`src/rtl/fetch_stage.sv`:
```
// ---------------------------------------------------------------------------
// fetch_stage
//
// Instruction-fetch stage. Owns the program counter, issues one request at a
// time to instruction memory over a req/ack handshake and presents the
// fetched instruction, its PC and PC+4 to the IF/ID pipeline register.
// Absorbs variable memory latency, holds a fetched instruction while decode
// is stalled, and discards in-flight responses made stale by a redirect.
//
// Ports
//   clk           clock, all state updates on the rising edge
//   rst           synchronous active-high reset
//   stall         IF/ID is not accepting this cycle
//   redirect      taken branch/jump resolved downstream
//   redirect_pc   redirect target (bits [1:0] ignored)
//   imem_req      fetch request valid
//   imem_addr     fetch address, stable until acked
//   imem_ack      response valid this cycle (may coincide with imem_req)
//   imem_rdata    instruction word, valid with imem_ack
//   valid_out     ins_out/pc_out/pc_plus4_out carry a real instruction
//   ins_out       instruction to IF/ID (NOP_INS when !valid_out)
//   pc_out        PC of ins_out
//   pc_plus4_out  pc_out + 4 (wraps modulo 2^PC_WIDTH)
// ---------------------------------------------------------------------------
module fetch_stage #(
  parameter int                    DATA_WIDTH = 32,
  parameter int                    PC_WIDTH   = 32,
  parameter logic [PC_WIDTH-1:0]   RESET_PC   = 32'h0000_0000,
  parameter logic [DATA_WIDTH-1:0] NOP_INS    = 32'h0000_0013
) (
  input  logic                  clk,
  input  logic                  rst,
  input  logic                  stall,
  input  logic                  redirect,
  input  logic [PC_WIDTH-1:0]   redirect_pc,
  output logic                  imem_req,
  output logic [PC_WIDTH-1:0]   imem_addr,
  input  logic                  imem_ack,
  input  logic [DATA_WIDTH-1:0] imem_rdata,
  output logic                  valid_out,
  output logic [DATA_WIDTH-1:0] ins_out,
  output logic [PC_WIDTH-1:0]   pc_out,
  output logic [PC_WIDTH-1:0]   pc_plus4_out
);

  localparam logic [1:0] ST_FETCH = 2'b00;
  localparam logic [1:0] ST_HOLD  = 2'b01;
  localparam logic [1:0] ST_DROP  = 2'b10;

  localparam logic [PC_WIDTH-1:0] PC_STEP = PC_WIDTH'(4'd4);

  logic [1:0]            state_r;
  logic [PC_WIDTH-1:0]   pc_r;
  logic [PC_WIDTH-1:0]   pend_pc_r;
  logic [DATA_WIDTH-1:0] hold_ins_r;

  logic [PC_WIDTH-1:0]   target_s;
  logic [PC_WIDTH-1:0]   pc_next4_s;
  logic                  req_s;
  logic                  valid_s;
  logic [DATA_WIDTH-1:0] ins_s;

  // Redirect targets are always word aligned.
  assign target_s   = {redirect_pc[PC_WIDTH-1:2], 2'b00};
  assign pc_next4_s = pc_r + PC_STEP;

  // Request/valid/instruction selection; FETCH passes memory data straight through.
  always_comb begin
    req_s   = 1'b0;
    valid_s = 1'b0;
    ins_s   = NOP_INS;
    if (rst) begin
      req_s   = 1'b0;
      valid_s = 1'b0;
      ins_s   = NOP_INS;
    end else begin
      case (state_r)
        ST_FETCH: begin
          req_s   = 1'b1;
          // A response arriving with a redirect is already stale.
          valid_s = imem_ack & ~redirect;
          if (valid_s) begin
            ins_s = imem_rdata;
          end else begin
            ins_s = NOP_INS;
          end
        end
        ST_HOLD: begin
          req_s   = 1'b0;
          valid_s = ~redirect;
          if (valid_s) begin
            ins_s = hold_ins_r;
          end else begin
            ins_s = NOP_INS;
          end
        end
        ST_DROP: begin
          // Keep the stale request alive so the memory can finish it.
          req_s   = 1'b1;
          valid_s = 1'b0;
          ins_s   = NOP_INS;
        end
        default: begin
          req_s   = 1'b0;
          valid_s = 1'b0;
          ins_s   = NOP_INS;
        end
      endcase
    end
  end

  assign imem_req     = req_s;
  assign imem_addr    = pc_r;
  assign valid_out    = valid_s;
  assign ins_out      = ins_s;
  assign pc_out       = pc_r;
  assign pc_plus4_out = pc_next4_s;

  // Fetch FSM: PC, pending redirect target and held instruction.
  always_ff @(posedge clk) begin
    if (rst) begin
      state_r    <= ST_FETCH;
      pc_r       <= RESET_PC;
      pend_pc_r  <= RESET_PC;
      hold_ins_r <= NOP_INS;
    end else begin
      case (state_r)
        ST_FETCH: begin
          if (redirect) begin
            if (imem_ack) begin
              // Request completed this cycle; fetch the target next.
              pc_r <= target_s;
            end else begin
              // Request still outstanding: keep its address stable and
              // remember the target until the stale ack arrives.
              pend_pc_r <= target_s;
              state_r   <= ST_DROP;
            end
          end else if (imem_ack && !stall) begin
            pc_r <= pc_next4_s;
          end else if (imem_ack && stall) begin
            hold_ins_r <= imem_rdata;
            state_r    <= ST_HOLD;
          end else begin
            pc_r <= pc_r;
          end
        end
        ST_HOLD: begin
          if (redirect) begin
            pc_r    <= target_s;
            state_r <= ST_FETCH;
          end else if (!stall) begin
            pc_r    <= pc_next4_s;
            state_r <= ST_FETCH;
          end else begin
            state_r <= ST_HOLD;
          end
        end
        ST_DROP: begin
          if (imem_ack) begin
            if (redirect) begin
              pc_r <= target_s;
            end else begin
              pc_r <= pend_pc_r;
            end
            state_r <= ST_FETCH;
          end else if (redirect) begin
            pend_pc_r <= target_s;
          end else begin
            state_r <= ST_DROP;
          end
        end
        default: begin
          state_r <= ST_FETCH;
        end
      endcase
    end
  end

endmodule

```
`config.mk`:
```
export PLATFORM = sky130hd
export DESIGN_NAME = fetch_stage
export DESIGN_NICKNAME = d
export VERILOG_FILES = /design/src/rtl/fetch_stage.sv
export SDC_FILE = /design/constraint.sdc
export NUM_CORES = 1
export LEC_CHECK = 0
export CAP_MARGIN = 40
export CORE_MARGIN = 4
export CORE_UTILIZATION = 38
export DETAILED_ROUTE_END_ITERATION = 16
export GPL_TIMING_DRIVEN = 0
export PLACE_DENSITY = 0.83
export REMOVE_ABC_BUFFERS = 1
export SYNTH_ARGS = -nofsm -noshare
export SYNTH_HDL_FRONTEND = slang
export SYNTH_SLANG_ARGS = --single-unit
```
`constraint.sdc`:
```
create_clock -name clk -period 1.67 [get_ports clk]
set_input_delay 0.2505 -clock clk [delete_from_list [all_inputs] [get_ports clk]]
set_output_delay 0.2505 -clock clk [all_outputs]
set_load 0.02 [all_outputs]
```
* Word level (Yosys, flattened, before mapping)
Index checks and enable logic that the tools add are counted.
** Storage, ports and cells
- Flip-flop bits (word level) :: 98
- Input port bits :: 69
- Output and inout bits :: 130
- Word-level logic and storage cells :: 61
** Operators by class
- Add/sub/neg operators :: 1
- Equality and inequality tests :: 13
- Muxes and demuxes :: 29
- Bitwise operators :: 3
- Reductions and logical operators :: 11
** Operators with widths (number)
- 2-to-1 mux 32 bit :: 13
- one-hot mux 32 bit (2 select lines) :: 2
- one-hot mux 32 bit (3 select lines) :: 1
- adder 32 x 3 -> 32 bit, second input constant :: 1
- != test 3 bit, second input constant :: 7
- 2-to-1 mux 2 bit :: 6
- AND reduction 4 bit :: 3
- != test 2 bit, second input constant :: 4
- one-hot mux 2 bit (3 select lines) :: 1
- 2-to-1 mux 1 bit :: 5
- AND reduction 5 bit :: 1
- nonzero test 3 bit :: 1
- == test 2 x 1 -> 1 bit, second input constant :: 1
- == test 2 bit, second input constant :: 1
- logical AND 1 bit :: 2
- logical NOT 2 bit :: 1
- inverter 1 bit :: 2
- one-hot mux 1 bit (2 select lines) :: 1
- nonzero test 2 bit :: 1
- OR reduction 2 bit :: 1
- AND 1 bit :: 1
- logical NOT 1 bit :: 1

* Logic depth before layout (Yosys ltp)
Gate-level depths: netlist (run 1).
- Depth in word-level cells :: 5
- Gate-level depth with buffers :: 8
- Depth with buffers taken out :: 6

* Worst setup path after synthesis (run 1)
Ideal clock, no wire load.
- Kind :: reg-to-output
- Start point :: register pc_r[2] (netlist: imem_addr[2])
- End point :: output pc_plus4_out[18]
- Arrival time :: 1933 ps
- Required time :: 1419 ps
- Slack :: -513 ps
- Stages on the path, launching flop included :: 6
- Buffers on the path :: 0
- Cell sequence :: dfxtp_1 -> ha_1 -> nand3_1 -> nor4_2 -> nand3_1 -> xnor2_1
** Between the ends
- Cells in the longest elaborated chain, start to end :: 1
** Ends and longest elaborated chain
- start, declared :: line 53 : logic [PC_WIDTH-1:0] pc_r;
- start signal, assigned :: line 132 : pc_r <= target_s;
- start signal, assigned :: line 140 : pc_r <= pc_next4_s;
- start signal, assigned :: line 145 : pc_r <= pc_r;
- adder 32 x 3 -> 32 bit :: line 65 : assign pc_next4_s = pc_r + PC_STEP;
- end, declared :: line 43 : output logic [PC_WIDTH-1:0] pc_plus4_out
Every way passes these cells.

* Final worst setup path (run 1)
- Start point :: register pc_r[7] (netlist: imem_addr[7])
- End point :: output pc_plus4_out[20]
The elaborated chain is that of the path after synthesis.

==> results of run 1 <==
[state kept, by name, indices dropped and copies added, names as in the netlist]
name and count:
imem_addr 32, hold_ins_r 32, state_r 2, pend_pc_r 32
[power by group through the flow]
stage               logic [mW]  clock network, mW  registers [mW]
floorplan                0.504                  0            2.74
global placement          1.32                  0            2.64
global route              2.24               2.55            2.58
detailed placement        1.40                  0            2.65
CTS                       1.69               2.44            2.55
finish                    2.16               2.49            2.58
[synth_stat cells (all sizes together), types with 7 or more instances]
master	instances
a211oi	9
a21oi	87
a22oi	29
a31oi	9
and4	8
buf	53
clkbuf	42
dfxtp	98
nand2	178
nand2b	8
nand3	19
nand3b	7
nand4	14
nor2	59
nor3	16
o21ai	25
xnor2	22
[worst max-delay path, stage by stage (launching register included)]
cell and delay (ns):
sky130_fd_sc_hd__dfxtp_4 0.38, sky130_fd_sc_hd__nand4_4 0.17, sky130_fd_sc_hd__buf_6 0.19, sky130_fd_sc_hd__nor3_4 0.23, sky130_fd_sc_hd__nand3_2 0.14, sky130_fd_sc_hd__xnor2_2 0.32, sky130_fd_sc_hd__buf_4 0.21
[metal layers]
layer / vias up / wire (microns) / GRT usage [%]
met5: - / 0 / 0
met4: 0 / 2720 / 15.0
met3: 267 / 3540 / 4.25
met2: 777 / 14900 / 44.8
met1: 3811 / 10500 / 33.3
li1: 3271 / - / -
[cell type report]
cell class / instances / area share (%)
antenna: 1 / 0.0227
sequential: 98 / 18.7
inverter: 6 / 0.239
clock buffer: 9 / 2.04
tap: 184 / 2.09
multi-input combinational: 569 / 40.4
timing repair buffer: 381 / 35.4
clock inverter: 7 / 1.07
[metrics by stage]
stage	hold slack, ns	TNS, ns	setup slack [ns]	std cells	instance area [sq um]
2_1_floorplan	0.320	-202.07	-2.84	671	5090
3_3_place_gp	0.438	-706.11	-7.13	1051	7290
3_5_place_dp	0.443	-136.53	-1.41	1067	7590
4_1_cts	0.317	-18.84	-0.462	1199	9470
5_1_grt	0.415	-38.58	-0.694	1255	11000
6_report	0.390	-33.49	-0.604	1255	11000
[repair_timing]
item,4_1_cts,5_1_grt
setup endpoints to repair,224,126
setup buffers,113,53
hold buffers,0,0
pin swaps,85,150
gates resized for setup,594,244
gates cloned,8,11
[cell families after synthesis]
| kind of cell | synth area share (%) |
|---|---|
| adder cells (fa/ha/maj) | 0.223 |
| XOR/XNOR | 4.36 |
| buffers and inverters | 9.77 |
| AND/OR/NAND/NOR | 28.7 |
| flip-flops | 34.9 |
| multiplexers | 0.735 |
| AO/OA/AOI/OAI | 21.3 |
[worst max-delay path by stage]
stage               cells after the start          endpoint  slack [ns]           from
floorplan                               4     hold_ins_r[0]       -2.84     state_r[0]
global placement                        5    hold_ins_r[12]       -7.13       redirect
detailed placement                      7       ins_out[20]       -1.41       imem_ack
CTS                                     7  pc_plus4_out[25]       -0.46  imem_addr[19]
global route                            6  pc_plus4_out[20]       -0.69   imem_addr[7]
finish                                  6  pc_plus4_out[20]       -0.60   imem_addr[7]
==> metrics.txt, run 1 <==
# TYPE chip_impl_metric gauge
chip_impl_info{name="outcome",value="finished, violations left"} 1
chip_impl_info{name="violated_checks",value="setup timing"} 1
chip_impl_metric{name="clk-insertion-delay-late",unit="ns"} 0.36
chip_impl_metric{name="yosys.area.top_type_share",unit="%"} 34.9
chip_impl_metric{name="placeableCoreArea",unit="sq um"} 14500
chip_impl_metric{name="fmaxAchievable",unit="MHz"} 440
chip_impl_metric{name="asyncSetResetFlopFracSynth",unit="%"} 0
chip_impl_metric{name="leakagePower",unit="nW"} 4.93
chip_impl_metric{name="setup.reg_to_reg.worst_slack",unit="ns"} -0.42
chip_impl_metric{name="grt_pass1_wl",unit="microns"} 36200
chip_impl_info{name="cts_tree",value="built"} 1
chip_impl_metric{name="internal-power",unit="mW"} 4.90
chip_impl_metric{name="synth_edf_count",unit=""} 0
chip_impl_metric{name="arrival_time_reported_for_the_critical_path_endpoint",unit="ns"} 2.02
chip_impl_metric{name="place_hpwl",unit="microns"} 13100
chip_impl_metric{name="routed_via_count",unit=""} 8126
chip_impl_metric{name="number_of_antenna_violations_at_the_first_check_in_global_routing",unit=""} 1
chip_impl_metric{name="number_of_register_bits_inferred_by_synthesis",unit=""} 98
chip_impl_metric{name="post_drt_via_cell_ratio",unit=""} 6.47
chip_impl_metric{name="grt-ovfl-total",unit=""} 0
chip_impl_metric{name="drcViolationCount",unit=""} 0
chip_impl_info{name="most-common-layout-cells",value="142 x sky130_fd_sc_hd__buf_4, 130 x sky130_fd_sc_hd__nand2_1, 71 x sky130_fd_sc_hd__clkdlybuf4s50_1"} 1
chip_impl_info{name="worst-setup-path-type",value="flip-flop to output pin"} 1
chip_impl_metric{name="io_pins",unit=""} 199
chip_impl_metric{name="period_share",unit="%"} 136
chip_impl_metric{name="critPathMaxFanout",unit=""} 4
chip_impl_info{name="layout.cells.most_common",value="sky130_fd_sc_hd__buf_4"} 1
chip_impl_metric{name="post_drt_wl_per_cell",unit="microns"} 25.3
chip_impl_metric{name="power.density_cell_area",unit="nW/um^2"} 657
chip_impl_metric{name="layout.nets",unit=""} 1135
chip_impl_info{name="ys_dominant_reg_cell",value="sky130_fd_sc_hd__dfxtp_1"} 1
chip_impl_metric{name="switching_power",unit="mW"} 2.33
chip_impl_metric{name="cts.path.max_buffers",unit=""} 2
chip_impl_metric{name="period_needed",unit="ns"} 2.27
chip_impl_metric{name="detail_route.first_pass.iterations",unit=""} 6
chip_impl_metric{name="number_of_placement_rows",unit=""} 44
chip_impl_metric{name="r2r.worst_path.cells",unit=""} 8
chip_impl_metric{name="worst_ep_required_time",unit="ns"} 1.42
chip_impl_metric{name="final-hold-violation-count",unit=""} 0
chip_impl_metric{name="die_h",unit="microns"} 130
chip_impl_metric{name="pin_count_of_the_biggest_net_entering_global_routing",unit=""} 63
chip_impl_metric{name="peakVddDrop",unit="V"} 0.000629
chip_impl_metric{name="syn_area_per_cell",unit="sq um"} 7.34
chip_impl_info{name="r2r_end",value="imem_addr[30]"} 1
chip_impl_info{name="clock-root-buffer",value="sky130_fd_sc_hd__clkbuf_16"} 1
chip_impl_metric{name="relSlewSlack",unit="%"} 53.6
chip_impl_metric{name="power.total",unit="mW"} 7.23
chip_impl_info{name="grt_setup_unrepaired",value="true"} 1
chip_impl_metric{name="number_of_buffers_created_by_cts",unit=""} 9
chip_impl_metric{name="post_synth_inst_count",unit=""} 766
chip_impl_info{name="reg2reg_from",value="state_r[1]"} 1
chip_impl_metric{name="finalWirelength",unit="microns"} 31700
chip_impl_metric{name="timing_worst_slew_pin_value",unit="ns"} 0.695
chip_impl_metric{name="setup_viol",unit=""} 122
chip_impl_metric{name="regArea",unit="sq um"} 2060
chip_impl_info{name="cp-start-kind",value="flip-flop"} 1
chip_impl_info{name="worstHoldEndpoint",value="state_r[1]"} 1
chip_impl_metric{name="whs_path_depth",unit=""} 2
chip_impl_metric{name="cts-htree-levels",unit=""} 3
chip_impl_metric{name="slew_viol_final",unit=""} 0
chip_impl_metric{name="n_fill_cell",unit=""} 848
chip_impl_metric{name="power_switching_share",unit="%"} 32.3
chip_impl_metric{name="finClkSkew",unit="ns"} 0.00960
chip_impl_metric{name="initial_core_util",unit="%"} 38.7
chip_impl_metric{name="dieWidth",unit="microns"} 130
chip_impl_info{name="synth_largest_area_cell",value="sky130_fd_sc_hd__dfxtp_1"} 1
chip_impl_metric{name="multiInputGateArea",unit="sq um"} 4450
chip_impl_metric{name="timing.final.ws_setup",unit="ns"} -0.604
chip_impl_metric{name="grt_use_total",unit="%"} 26.9
chip_impl_info{name="synth.area.top_cells",value="sky130_fd_sc_hd__dfxtp_1 35%, sky130_fd_sc_hd__nand2_1 12%, sky130_fd_sc_hd__a21oi_1 7.7%, sky130_fd_sc_hd__buf_4 4.9%, sky130_fd_sc_hd__a22oi_1 3.9%"} 1
chip_impl_metric{name="first_iter_violations",unit=""} 1226
chip_impl_metric{name="p_comb_share",unit="%"} 29.9
chip_impl_metric{name="share_seq_of_total_power",unit="%"} 35.6
chip_impl_metric{name="power.share.clock",unit="%"} 34.5
chip_impl_info{name="worstHoldStart",value="imem_ack"} 1
chip_impl_info{name="worstHoldPathType",value="input pin to flip-flop"} 1
chip_impl_metric{name="area_growth_syn_to_layout",unit="%"} 95.9
chip_impl_metric{name="netlist_area",unit="sq um"} 5620
chip_impl_metric{name="postRouteAntennaNets",unit=""} 0
chip_impl_metric{name="numClockSinks",unit=""} 98
chip_impl_metric{name="max_cap_viol_count",unit=""} 0
chip_impl_metric{name="final_layout_size_suffix_gt1_share",unit="%"} 47.9
chip_impl_metric{name="die_outline_area",unit="sq um"} 16800
chip_impl_metric{name="first_global_vias",unit=""} 6776
chip_impl_metric{name="port_buffers",unit=""} 196
chip_impl_info{name="timing.critical_path.to_type",value="output pin"} 1
chip_impl_metric{name="sequential_cell_area_fraction_in_the_yosys_report",unit="%"} 34.9
chip_impl_metric{name="clk_pin_slew",unit="ns"} 0.08
chip_impl_metric{name="finalWeightedCongestion",unit=""} 0.825
chip_impl_metric{name="yosys_warnings",unit=""} 0
chip_impl_metric{name="synth_cell_types",unit=""} 64
chip_impl_metric{name="final_core_util",unit="%"} 75.8
(Power assumes the default switching activity.)
==> run 2, diff against run 1 <==
--- a/config.mk
+++ b/config.mk
@@ -6,11 +6,13 @@
 export NUM_CORES = 1
 export LEC_CHECK = 0
 export CAP_MARGIN = 40
+export CELL_PAD_IN_SITES_DETAIL_PLACEMENT = 1
+export CELL_PAD_IN_SITES_GLOBAL_PLACEMENT = 1
 export CORE_MARGIN = 4
-export CORE_UTILIZATION = 38
+export CORE_UTILIZATION = 29
 export DETAILED_ROUTE_END_ITERATION = 16
 export GPL_TIMING_DRIVEN = 0
-export PLACE_DENSITY = 0.83
+export PLACE_DENSITY = 0.89
 export REMOVE_ABC_BUFFERS = 1
 export SYNTH_ARGS = -nofsm -noshare
 export SYNTH_HDL_FRONTEND = slang
==> run 2 against run 1 <==
  * The flow still finishes with violations (setup timing)
  * Combinational power about the same
  * Global-route usage down 0.31 points
  * Worst setup slack worse by 0.11 ns
  * Worst hold slack worse by 0.087 ns
==> metrics.txt, run 2 (synthesis results as in run 1) <==
# TYPE chip_impl_metric gauge
chip_impl_metric{name="post_drt_via_cell_ratio",unit=""} 5.95
chip_impl_info{name="path_cells",value="buf_4 -> and4_4 -> and4_4 -> buf_6 -> nand4_4 -> xnor2_1 -> buf_4"} 1
chip_impl_metric{name="power.density_cell_area",unit="nW/um^2"} 633
chip_impl_metric{name="relSlewSlack",unit="%"} 48.2
chip_impl_info{name="worst-setup-path-type",value="flip-flop to output pin"} 1
chip_impl_metric{name="slew_viol_final",unit=""} 0
chip_impl_metric{name="final-hold-violation-count",unit=""} 0
chip_impl_metric{name="grt_use_total",unit="%"} 26.6
chip_impl_metric{name="number_of_antenna_violations_at_the_first_check_in_global_routing",unit=""} 2
chip_impl_metric{name="layout.nets",unit=""} 1139
chip_impl_metric{name="finalWeightedCongestion",unit=""} 0.782
chip_impl_metric{name="placeableCoreArea",unit="sq um"} 18900
chip_impl_metric{name="slowest_delay",unit="ns"} 0.36
chip_impl_metric{name="cts.path.max_buffers",unit=""} 2
chip_impl_metric{name="numClockSinks",unit=""} 98
chip_impl_metric{name="place_hpwl",unit="microns"} 15900
chip_impl_metric{name="post_drt_wl_per_cell",unit="microns"} 28.2
chip_impl_info{name="cp-start-kind",value="flip-flop"} 1
chip_impl_metric{name="finalWirelength",unit="microns"} 37600
chip_impl_info{name="layout.cells.most_common",value="sky130_fd_sc_hd__buf_4"} 1
chip_impl_metric{name="die_outline_area",unit="sq um"} 21700
chip_impl_metric{name="port_buffers",unit=""} 196
chip_impl_metric{name="timing.critical_path.buf_inv",unit=""} 3
chip_impl_metric{name="timing_worst_slew_pin_value",unit="ns"} 0.777
chip_impl_metric{name="period_needed",unit="ns"} 2.39
chip_impl_metric{name="finClkSkew",unit="ns"} 0.0104
chip_impl_info{name="timing.critical_path.to_type",value="output pin"} 1
chip_impl_metric{name="drcViolationCount",unit=""} 0
chip_impl_metric{name="setup_viol",unit=""} 123
chip_impl_metric{name="postRouteAntennaNets",unit=""} 0
chip_impl_metric{name="initial_core_util",unit="%"} 29.7
chip_impl_metric{name="n_fill_cell",unit=""} 2119
chip_impl_info{name="most-common-layout-cells",value="140 x sky130_fd_sc_hd__buf_4, 131 x sky130_fd_sc_hd__nand2_1, 76 x sky130_fd_sc_hd__buf_6"} 1
chip_impl_info{name="cp_top_family",value="simple AND/OR/NAND/NOR gates"} 1
chip_impl_metric{name="io_pins",unit=""} 199
chip_impl_metric{name="timing.final.ws_setup",unit="ns"} -0.718
chip_impl_metric{name="grt_pass1_wl",unit="microns"} 45800
chip_impl_metric{name="max_cap_viol_count",unit=""} 0
chip_impl_metric{name="fmaxAchievable",unit="MHz"} 419
chip_impl_metric{name="dieWidth",unit="microns"} 147
chip_impl_metric{name="clk-insertion-delay-late",unit="ns"} 0.35
chip_impl_info{name="violated_checks",value="setup timing"} 1
chip_impl_metric{name="leakagePower",unit="nW"} 4.74
chip_impl_metric{name="final_core_util",unit="%"} 58.0
chip_impl_info{name="grt_setup_unrepaired",value="true"} 1
chip_impl_metric{name="first_iter_violations",unit=""} 734
chip_impl_metric{name="routed_via_count",unit=""} 7928
chip_impl_metric{name="first_global_vias",unit=""} 7858
chip_impl_info{name="worst_path_max_delay_cell",value="sky130_fd_sc_hd__dfxtp_4"} 1
chip_impl_metric{name="number_of_buffers_created_by_cts",unit=""} 9
chip_impl_metric{name="arrival_time_reported_for_the_critical_path_endpoint",unit="ns"} 2.14
chip_impl_metric{name="critPathMaxFanout",unit=""} 5
chip_impl_info{name="outcome",value="finished, violations left"} 1
chip_impl_info{name="cts_tree",value="built"} 1
chip_impl_metric{name="power.total",unit="mW"} 6.94
chip_impl_metric{name="worst_ep_required_time",unit="ns"} 1.42
chip_impl_metric{name="area_growth_syn_to_layout",unit="%"} 95.1
chip_impl_metric{name="post_cts_hold_buffer_count",unit=""} 0
chip_impl_metric{name="number_of_placement_rows",unit=""} 50
chip_impl_info{name="worstHoldPathType",value="input pin to flip-flop"} 1
chip_impl_metric{name="die_h",unit="microns"} 147
chip_impl_metric{name="peakVddDrop",unit="V"} 0.000551
chip_impl_metric{name="clk_pin_slew",unit="ns"} 0.07
chip_impl_metric{name="detail_route.first_pass.iterations",unit=""} 5
chip_impl_metric{name="period_share",unit="%"} 143
chip_impl_metric{name="final_layout_size_suffix_gt1_share",unit="%"} 47.2
chip_impl_metric{name="cts-htree-levels",unit=""} 3
chip_impl_info{name="clock-root-buffer",value="sky130_fd_sc_hd__clkbuf_16"} 1
chip_impl_metric{name="grt-ovfl-total",unit=""} 0
chip_impl_metric{name="pin_count_of_the_biggest_net_entering_global_routing",unit=""} 77
==> run 2: cell types whose count changed in the layout (fill, tap and decap cells not counted), sizes merged, moves of 2 or more <==
| cell | before | now |
|---|---|---|
| dlygate4sd2 | 55 | 51 |
| buf | 237 | 244 |
| bufinv | 3 | 1 |
| clkbuf | 20 | 15 |
| clkinvlp | 4 | 2 |
| dlymetal6s2s | 6 | 9 |
==> run 2: layer usage <==
metal | global-route usage, % | up-vias | routed length [microns]
met4 | 14.0 | 0 | 2860
met3 | 4.19 | 212 | 2700
met1 | 31.6 | 3890 | 13600
met5 | 0 | - | 0
li1 | - | 3270 | -
met2 | 46.3 | 556 | 18400
==> run 2: timing repair <==
action | CTS | global route
gates resized for setup | 596 | 236
endpoints found under the setup margin | 222 | 134
buffers inserted | 111 | 68
pin swaps | 83 | 124
gates cloned | 12 | 7
endpoints found under the hold margin | 0 | 0
==> run 2: layout make-up <==
cell class / count / area (sq um) / area share [%]
diodes: 2 / 5.00 / 0.0456
flip-flops and latches: 98 / 2050 / 18.7
well taps: 260 / 325 / 2.97
clock inverters: 3 / 42.5 / 0.388
multi-input cells: 572 / 4390 / 40.0
clock buffers: 10 / 239 / 2.18
repair buffers: 382 / 3890 / 35.4
inverters: 6 / 26.3 / 0.240
==> run 2: tightest hold or removal path, delay by kind of cell <==
| family | cells | cell delay, ns |
|---|---|---|
| AO/OA/AOI/OAI | 1 | 0.10 |
| AND/OR/NAND/NOR | 1 | 0.10 |
| buffers and inverters | 1 | 0.15 |
==> run 2: path summary, 6_finish.rpt <==
path	startpoint	endpoint	slack, ns	cells after the start
hold reg to reg	pend_pc_r[11]	pend_pc_r[11]	0.46	2
hold / removal	redirect	imem_addr[7]	0.30	3
setup / recovery	imem_addr[11]	pc_plus4_out[27]	-0.72	7
setup reg to reg	state_r[0]	hold_ins_r[13]	-0.44	11
==> run 2: through the flow <==
stage | setup WS (ns) | TNS (ns) | cells | area, sq um | hold WS (ns)
final | -0.718 | -41.81 | 1333 | 11000 | 0.303
after global routing | -0.788 | -48.23 | 1332 | 11000 | 0.306
after detailed placement | -1.38 | -138.93 | 1143 | 7680 | 0.444
after floorplan | -2.84 | -202.07 | 671 | 5090 | 0.320
after global placement | -7.40 | -723.91 | 1127 | 7380 | 0.437
after CTS | -0.465 | -21.99 | 1277 | 9610 | 0.266
==> run 2: power by group <==
| group | total, mW | switching, mW | internal, mW |
|---|---|---|---|
| Clock | 2.16 | 0.976 | 1.18 |
| Sequential | 2.60 | 0.156 | 2.44 |
| Combinational | 2.19 | 1.22 | 0.976 |
| Total | 6.94 | 2.35 | 4.60 |
